<file path="src/rtl/spi_buffered.sv">
// SPI slave clocked directly by SCK, with an RX FIFO of received words and a TX FIFO of
// words to send. Words are WORD_BITS long, MSB- or LSB-first, and framed by the chip select.
module spi_buffered #(
    parameter int WORD_BITS = 8,
    parameter int RX_DEPTH  = 4,
    parameter int TX_DEPTH  = 4,
    parameter int LSB_FIRST = 0
) (
    input  logic                         clk,
    input  logic                         reset,
    input  logic                         cs,
    input  logic                         mosi,
    output logic                         miso,
    output logic [WORD_BITS-1:0]         rx_data,
    output logic                         rx_valid,
    input  logic                         rx_ready,
    input  logic [WORD_BITS-1:0]         tx_data,
    input  logic                         tx_valid,
    output logic                         tx_ready,
    output logic [$clog2(RX_DEPTH+1)-1:0] rx_count,
    output logic [$clog2(TX_DEPTH+1)-1:0] tx_count,
    output logic                         rx_overflow,
    output logic                         tx_underrun,
    output logic                         busy
);
    localparam int CW  = $clog2(WORD_BITS);
    localparam int RXA = $clog2(RX_DEPTH);
    localparam int TXA = $clog2(TX_DEPTH);
    localparam int RXC = $clog2(RX_DEPTH + 1);
    localparam int TXC = $clog2(TX_DEPTH + 1);
    localparam logic [CW-1:0]  LAST_BIT = CW'(WORD_BITS - 1);
    localparam logic [RXC-1:0] RX_FULL  = RXC'(RX_DEPTH);
    localparam logic [TXC-1:0] TX_FULL  = TXC'(TX_DEPTH);

    logic [CW-1:0]        bit_cnt_q, bit_cnt_d;
    logic [WORD_BITS-2:0] rx_shift_q, rx_shift_d;
    logic [WORD_BITS-1:0] tx_shift_q, tx_shift_d;
    logic [WORD_BITS-1:0] rx_mem [RX_DEPTH];
    logic [WORD_BITS-1:0] tx_mem [TX_DEPTH];
    logic [RXA-1:0]       rx_wr_q, rx_wr_d, rx_rd_q, rx_rd_d;
    logic [TXA-1:0]       tx_wr_q, tx_wr_d, tx_rd_q, tx_rd_d;
    logic [RXC-1:0]       rx_cnt_q, rx_cnt_d;
    logic [TXC-1:0]       tx_cnt_q, tx_cnt_d;
    logic                 rx_ovf_q, rx_ovf_d, tx_udr_q, tx_udr_d;
    logic                 word_start, word_done;
    logic                 rx_push, rx_pop, tx_push, tx_pop, tx_empty;
    logic [WORD_BITS-1:0] rx_word, tx_head, tx_load;

    // NOTE: every signal assigned in an always_comb gets a value on every path, so no latches.
    always_comb begin
        word_start = !cs && (bit_cnt_q == '0);
        word_done  = !cs && (bit_cnt_q == LAST_BIT);
        bit_cnt_d  = (cs || word_done) ? '0 : bit_cnt_q + CW'(1);

        if (LSB_FIRST != 0) begin
            rx_word    = {mosi, rx_shift_q};
            rx_shift_d = rx_word[WORD_BITS-1:1];
        end else begin
            rx_word    = {rx_shift_q, mosi};
            rx_shift_d = rx_word[WORD_BITS-2:0];
        end
        if (cs) rx_shift_d = '0;
    end

    // A pop on the same edge frees the slot, so a word completing into a full FIFO still lands.
    always_comb begin
        rx_pop   = (rx_cnt_q != '0) && rx_ready;
        rx_push  = word_done && ((rx_cnt_q != RX_FULL) || rx_pop);
        rx_ovf_d = word_done && (rx_cnt_q == RX_FULL) && !rx_pop;
        rx_wr_d  = rx_wr_q + RXA'(rx_push);
        rx_rd_d  = rx_rd_q + RXA'(rx_pop);
        rx_cnt_d = rx_cnt_q + RXC'(rx_push) - RXC'(rx_pop);

        tx_empty = (tx_cnt_q == '0);
        tx_head  = tx_mem[tx_rd_q];
        tx_push  = tx_valid && (tx_cnt_q != TX_FULL);
        tx_pop   = word_start && !tx_empty;
        tx_udr_d = word_start && tx_empty;
        tx_wr_d  = tx_wr_q + TXA'(tx_push);
        tx_rd_d  = tx_rd_q + TXA'(tx_pop);
        tx_cnt_d = tx_cnt_q + TXC'(tx_push) - TXC'(tx_pop);
    end

    // The first bit of a word comes straight from the FIFO head; the rest from tx_shift.
    always_comb begin
        tx_load = tx_empty ? '0 : tx_head;
        if (cs) begin
            tx_shift_d = '0;
            miso       = 1'b0;
        end else if (word_start) begin
            tx_shift_d = (LSB_FIRST != 0) ? (tx_load >> 1) : (tx_load << 1);
            miso       = (LSB_FIRST != 0) ? tx_load[0] : tx_load[WORD_BITS-1];
        end else begin
            tx_shift_d = (LSB_FIRST != 0) ? (tx_shift_q >> 1) : (tx_shift_q << 1);
            miso       = (LSB_FIRST != 0) ? tx_shift_q[0] : tx_shift_q[WORD_BITS-1];
        end
    end

    // NOTE: sequential state uses non-blocking assignments so every register samples pre-edge values.
    always_ff @(posedge clk) begin
        if (reset) begin
            bit_cnt_q  <= '0;
            rx_shift_q <= '0;
            tx_shift_q <= '0;
            rx_wr_q    <= '0;
            rx_rd_q    <= '0;
            rx_cnt_q   <= '0;
            tx_wr_q    <= '0;
            tx_rd_q    <= '0;
            tx_cnt_q   <= '0;
            rx_ovf_q   <= 1'b0;
            tx_udr_q   <= 1'b0;
        end else begin
            bit_cnt_q  <= bit_cnt_d;
            rx_shift_q <= rx_shift_d;
            tx_shift_q <= tx_shift_d;
            rx_wr_q    <= rx_wr_d;
            rx_rd_q    <= rx_rd_d;
            rx_cnt_q   <= rx_cnt_d;
            tx_wr_q    <= tx_wr_d;
            tx_rd_q    <= tx_rd_d;
            tx_cnt_q   <= tx_cnt_d;
            rx_ovf_q   <= rx_ovf_d;
            tx_udr_q   <= tx_udr_d;
        end
    end

    // NOTE: storage is not reset; pointers and counts alone decide which entries are valid.
    always_ff @(posedge clk) begin
        if (!reset && rx_push) rx_mem[rx_wr_q] <= rx_word;
        if (!reset && tx_push) tx_mem[tx_wr_q] <= tx_data;
    end

    assign rx_data     = rx_mem[rx_rd_q];
    assign rx_valid    = (rx_cnt_q != '0);
    assign tx_ready    = (tx_cnt_q != TX_FULL);
    assign rx_count    = rx_cnt_q;
    assign tx_count    = tx_cnt_q;
    assign rx_overflow = rx_ovf_q;
    assign tx_underrun = tx_udr_q;
    assign busy        = !cs && (bit_cnt_q != '0);
endmodule

</file>
<file path="config.mk">
export PLATFORM = sky130hd
export DESIGN_NAME = spi_buffered
export DESIGN_NICKNAME = d
export VERILOG_FILES = /design/src/rtl/spi_buffered.sv
export SDC_FILE = /design/constraint.sdc
export NUM_CORES = 1
export LEC_CHECK = 0
export CAP_MARGIN = 10
export CORE_MARGIN = 3
export CORE_UTILIZATION = 51
export DETAILED_ROUTE_END_ITERATION = 10
export GPL_ROUTABILITY_DRIVEN = 0
export PLACE_DENSITY = 0.75
export SKIP_LAST_GASP = 1
export SLEW_MARGIN = 25
export SYNTH_ARGS = -nofsm -noshare
export SYNTH_HDL_FRONTEND = slang
export SYNTH_SLANG_ARGS = --single-unit
</file>
<file path="constraint.sdc">
create_clock -name clk -period 2.6 [get_ports clk]
set_input_delay 0.52 -clock clk [delete_from_list [all_inputs] [get_ports clk]]
set_output_delay 0.52 -clock clk [all_outputs]
set_load 0.01 [all_outputs]
</file>
## Word level (Yosys, flattened, before mapping)

Memory sizes are Yosys's and may differ from the RTL's. A register that Yosys moved wholly into a read port is not among the register bits.
Cells that the tools add are included.

| operators by class | value |
|---|---|
| $add $sub $neg | 9 |
| equality and inequality tests | 4 |
| muxes and demuxes | 10 |
| reductions and logical operators | 24 |

Operators by type and width:

| cell | count |
|---|---|
| $mux 8 | 2 |
| $logic_and 1x1->1 | 12 |
| $add 2x1->2 | 4 |
| $add 3x1->3 | 2 |
| $eq 3x3->1 const B | 2 |
| $logic_not 3->1 | 2 |
| $mux 1 | 6 |
| $ne 3x3->1 const B | 2 |
| $reduce_bool 3->1 | 2 |
| $sub 3x1->3 | 2 |
| $logic_not 1->1 | 4 |
| $mux 2 | 2 |
| $reduce_or 2->1 | 2 |
| $add 3x1->3 const B | 1 |
| $logic_or 1x1->1 | 2 |

| storage, ports and cells | value |
|---|---|
| register bits | 34 |
| bits in writable memories | 64 |
| input port bits | 14 |
| output and inout bits | 20 |
| word-level logic and storage cells | 60 |
| memories kept | 2 |

Memory list:

| name | depth | bits a word | read ports | clocked after Yosys merged registers in | wr ports | line | source |
|---|---|---|---|---|---|---|---|
| rx_mem | 4 | 8 | 1 | 1 | 1 | 38 | `logic [WORD_BITS-1:0] rx_mem [RX_DEPTH];` |
| tx_mem | 4 | 8 | 1 | 1 | 1 | 39 | `logic [WORD_BITS-1:0] tx_mem [TX_DEPTH];` |

## Longest topological paths before layout

| logic depth | value |
|---|---|
| depth after elaboration | 7 |
| mapped depth | 12 |
| depth with buffers taken out | 11 |

## Least setup slack after synthesis

OpenSTA, ideal clock, no wires.

| path | value |
|---|---|
| path kind | register to register |
| start point | reg bit_cnt_q[0] |
| end point | reg rx_cnt_q[2], in the netlist rx_count[2] |
| setup time | 0.078 ns |
| arrival | 2.387 ns |
| required time | 2.522 ns |
| path slack | 0.135 ns |
| cell stages (with the launch flop) | 12 |
| cell sequence | dfxtp_1 > ha_1 > ha_1 > or3b_2 > ha_1 > inv_1 > ha_1 > inv_1 > fa_1 > xor2_1 > and2_1 > nor3_1 |

| between the ends | value |
|---|---|
| word-level cells in the longest chain between the ends | 5 |

RTL lines:

| item | line | source |
|---|---|---|
| start: declaration | 35 | `logic [CW-1:0] bit_cnt_q, bit_cnt_d;` |
| start signal: assignment | 114 | `bit_cnt_q <= bit_cnt_d;` |
| $eq 3x3->1 | 52 | `word_done = !cs && (bit_cnt_q == LAST_BIT);` |
| $logic_and 1x1->1 | 52 |  |
| $logic_and 1x1->1 | 68 | `rx_push = word_done && ((rx_cnt_q != RX_FULL) \|\| rx_pop);` |
| $add 3x1->3 | 72 | `rx_cnt_d = rx_cnt_q + RXC'(rx_push) - RXC'(rx_pop);` |
| $sub 3x1->3 | 72 |  |
| end signal: assignment | 119 | `rx_cnt_q <= rx_cnt_d;` |
| end: declaration | 42 | `logic [RXC-1:0] rx_cnt_q, rx_cnt_d;` |

No other way between the ends.
A chain may end at the register's enable or synchronous reset.

## Worst setup path in the final report

| path | value |
|---|---|
| start point | in rx_ready |
| end point | reg rx_cnt_q[2], in the netlist rx_count[2] |

| between the ends | value |
|---|---|
| word-level cells in the longest chain between the ends | 5 |

RTL lines:

| item | line | source |
|---|---|---|
| start: declaration | 16 | `input logic rx_ready,` |
| $logic_and 1x1->1 (*) | 67 | `rx_pop = (rx_cnt_q != '0) && rx_ready;` |
| $logic_or 1x1->1 | 68 |  |
| $logic_and 1x1->1 | 68 |  |
| $add 3x1->3 | 72 |  |
| $sub 3x1->3 (*) | 72 |  |

Every way passes the cells marked *; elsewhere a longest branch is shown, timed or not.

==> impl_metrics.py <==
metrics = {
    "finish": {
        "final_core_util": 0.6375,
        "nFillCells": 507,
        "drive_above_1_share": 0.2088,
        "antenna_cells": 0,
        "syn_to_final_growth_pct": 20.40,
        "nNetsFinal": 293,
    },
    "logic_synthesis": {
        "synth.ff_latch_count": 97,
        "syn_inst": 214,
        "synthArstFlopShare": 0,
        "netlist_area_um2": 3637,
        "ys.warnings.count": 0,
        "seq_area_frac_synth": 0.7100,
        "synthFlopType": "edfxtp_1",
        "synth_edf_count": 64,
        "yosysUniqueCellTypes": 30,
        "syn_area_per_cell_um2": 17.00,
        "synthesis.nets": 239,
    },
    "timing": {
        "finalHoldViolCount": 0,
        "fmax_mhz": 403.1,
        "finalCritPeriodShare": 0.9540,
        "worst-slew-pin-transition_ns": 0.7055,
        "rsz0062_at_grt": "no",
        "setup_viol": 0,
        "fin_crit_ns": 2.481,
        "final_max_slew_viol_count": 0,
        "maxSlewHeadroom": 0.5261,
        "finClkSkew_ns": 0.007947,
        "finalSetupTns_ns": 0,
        "finalWorstSetupSlack_ns": 0.1195,
    },
    "critical_path": {
        "timing.rr.start": "bit_cnt_q[0]",
        "cp.depth": 11,
        "slowest_delay_ns": 0.49,
        "r2r_end": "rx_count[2]",
        "cp.arrival_ns": 2.73,
        "cp_cell_sequence": "clkdlybuf4s50_1, nor4b_2, or3b_4, ha_1, inv_1, ha_1, inv_1, fa_1, xor2_1, and2_1, nor3_2",
        "crit_type": "in -> reg",
        "setup.worst_path.start": "rx_ready",
        "critPathMaxFanout": 3,
        "crit_family": "adder cells",
        "cp-end-kind": "register",
        "path_buf_inv": 3,
        "rrSetupSlack_ns": 0.18,
        "worstSetupEndpoint": "rx_count[2]",
        "reg2regPathDepth": 11,
        "required_ns": 2.85,
        "cpMaxStageDelayCell": "clkdlybuf4s50_1",
        "critPathLaunchType": "input pin",
    },
    "route": {
        "viasPerCell": 4.992,
        "routedWlPerCell_um": 15.09,
        "firstDrtPassIters": 4,
        "ant_nets": 0,
        "wirelength_mm": 5.570,
        "num_vias": 1842,
        "remaining_drc_errors": 0,
        "drt_iter0_drc": 88,
    },
    "worst_hold_path": {
        "hp-class": "reg -> reg",
    },
    "outcome": {
        "status": "complete, no violations",
    },
    "placed_design": {
        "io_buffers": 33,
        "dp.final_hpwl_mm": 3.809,
        "place_ws_ns": -0.4178,
    },
    "power_and_ir_drop": {
        "peakVddDrop_v": 0.0004116,
        "power-per-cell-area_nw_per_um2": 834.5,
        "p_leak_nw": 1.535,
    },
    "die": {
        "dieWidth_um": 90.45,
        "core.rowCount": 30,
        "ios": 34,
        "core_area_um2": 6869,
        "fp.dieArea_um2": 8181,
        "die_h_um": 90.45,
        "initial_core_util": 0.5295,
    },
    "global_routing": {
        "antenna_found_initial": 0,
        "grt_first_pass_wirelength_mm": 9.370,
        "grt_pass1_vias": 1885,
        "overflow": 0,
        "grt_usage": 0.1486,
        "grt_max_degree": 24,
    },
    "cts": {
        "insertion_delay_ns": 0.36,
        "clockRootBuffer": "clkbuf_8",
        "clk_pin_slew_ns": 0.09,
        "cts_buffers": 9,
        "htreeDepth": 3,
        "hold_buffers": 0,
        "cts_tree": "yes",
        "clkSinkCount": 97,
        "clock_path_buffers": 2,
    },
    "run": {
        "cap_violations": 0,
    },
}
## registers in the layout, summed over array words and instances, names as in the netlist
| register | count |
|---|---|
| tx_count | 3 |
| tx_underrun | 1 |
| rx_count | 3 |
| tx_mem | 32 |
| rx_wr_q | 2 |
| rx_mem | 32 |
| tx_shift_q | 7 |
| bit_cnt_q | 3 |
| tx_wr_q | 2 |
| rx_shift_q | 7 |
| rx_overflow | 1 |
| rx_rd_q | 2 |
| tx_rd_q | 2 |
## layout make-up
cell class | instances | area (um^2) | area share
Clock buffer | 9 | 123.9 | 0.02829
Clock inverter | 7 | 52.55 | 0.01200
Inverter | 10 | 37.54 | 0.008571
Multi-Input combinational cell | 100 | 1006 | 0.2297
Sequential cell | 97 | 2584 | 0.5900
Tap cell | 96 | 120.1 | 0.02743
Timing Repair Buffer | 50 | 455.4 | 0.1040
## cells in the mapped netlist, types with 2 or more instances
master,number,area [um^2]
or3b_2,2,17.52
mux4_2,16,360.4
fa_1,2,40.04
a22o_1,7,61.31
inv_1,10,37.54
nor4_1,2,12.51
clkbuf_1,3,11.26
xor2_1,2,17.52
ha_1,9,112.6
nor3_1,10,50.05
nor2b_1,6,37.54
a21oi_1,2,10.01
dfxtp_1,33,660.6
and2_1,13,81.33
buf_2,3,15.01
nor2_1,10,37.54
or3_1,2,12.51
edfxtp_1,64,1922
nor4b_1,3,26.28
and3_1,2,12.51
xnor2_1,4,35.03
## cell usage in the layout, fill, tap and decap left out, types with 4 or more instances in the layout
cell             count
nor3_1               9
dfxtp_1             32
inv_1               10
nor2b_1              6
xnor2_1              4
and2_1              13
nor2_1               9
a22o_1               7
clkdlybuf4s50_1     31
clkbuf_8             9
buf_4               17
mux4_2              16
ha_1                 9
edfxtp_1            64
## power by group
part,switching (mW),internal [mW]
logic,0.395,0.549
registers,0.0833,1.75
clock network,0.523,0.356
## worst reg2reg max path, stage by stage, from the launching register on
cell and delay, ns:
dfxtp_2 0.36, ha_1 0.15, ha_1 0.15, or3b_4 0.38, ha_1 0.30, inv_1 0.06
ha_1 0.13, inv_1 0.05, fa_1 0.37, xor2_1 0.18, and2_1 0.16, nor3_2 0.04
## kinds of logic after synthesis
| logic type | after synthesis | synth area share |
|---|---|---|
| muxes | 16 | 0.09907 |
| and+or+nand+nor | 56 | 0.09288 |
| adders and majority gates | 11 | 0.04197 |
| xor gates and xnor gates | 6 | 0.01445 |
| buffers and inverters | 17 | 0.01857 |
| AOI/OAI and AO/OA | 11 | 0.02305 |
| DFF | 97 | 0.7100 |
## through the flow
step / total power, mW / hold WS, ns / instances / cell area, um^2
2_1_floorplan: 2.397 / 0.4195 / 214 / 3637
3_3_place_gp: 2.785 / 0.4308 / 352 / 4178
3_5_place_dp: 2.806 / 0.4380 / 352 / 4178
4_1_cts: 3.682 / 0.4631 / 369 / 4364
5_1_grt: 3.864 / 0.4703 / 369 / 4379
6_report: 3.654 / 0.4388 / 369 / 4379
## routing by layer
metal  up-vias  share of wire  global-route usage
met4         0          0.018             0.06122
li1        920              -                   -
met1       883           0.43              0.1804
met2        29           0.52              0.2558
met5         -              0                   0
met3        10          0.032             0.03500
## worst min path at each step
stage                             start       endpoint  slack, ns  depth (start not counted)
after floorplan           tx_shift_q[5]  tx_shift_q[6]       0.42                          1
after global placement    tx_shift_q[1]  tx_shift_q[2]       0.43                          1
after detailed placement  tx_shift_q[3]  tx_shift_q[4]       0.44                          1
after CTS                 tx_shift_q[5]  tx_shift_q[6]       0.46                          1
after global routing       bit_cnt_q[0]   bit_cnt_q[0]       0.47                          1
final                      bit_cnt_q[0]   bit_cnt_q[0]       0.44                          1
## timing repair
item | in CTS | in global routing
pin swaps | 1 | 2
hold endpoints to repair | 0 | 0
resized for setup | 4 | 4
buffers inserted | 1 | 0
setup endpoints to repair | 2 | 1
No activity file was read; power rests on OpenSTA's default activity.
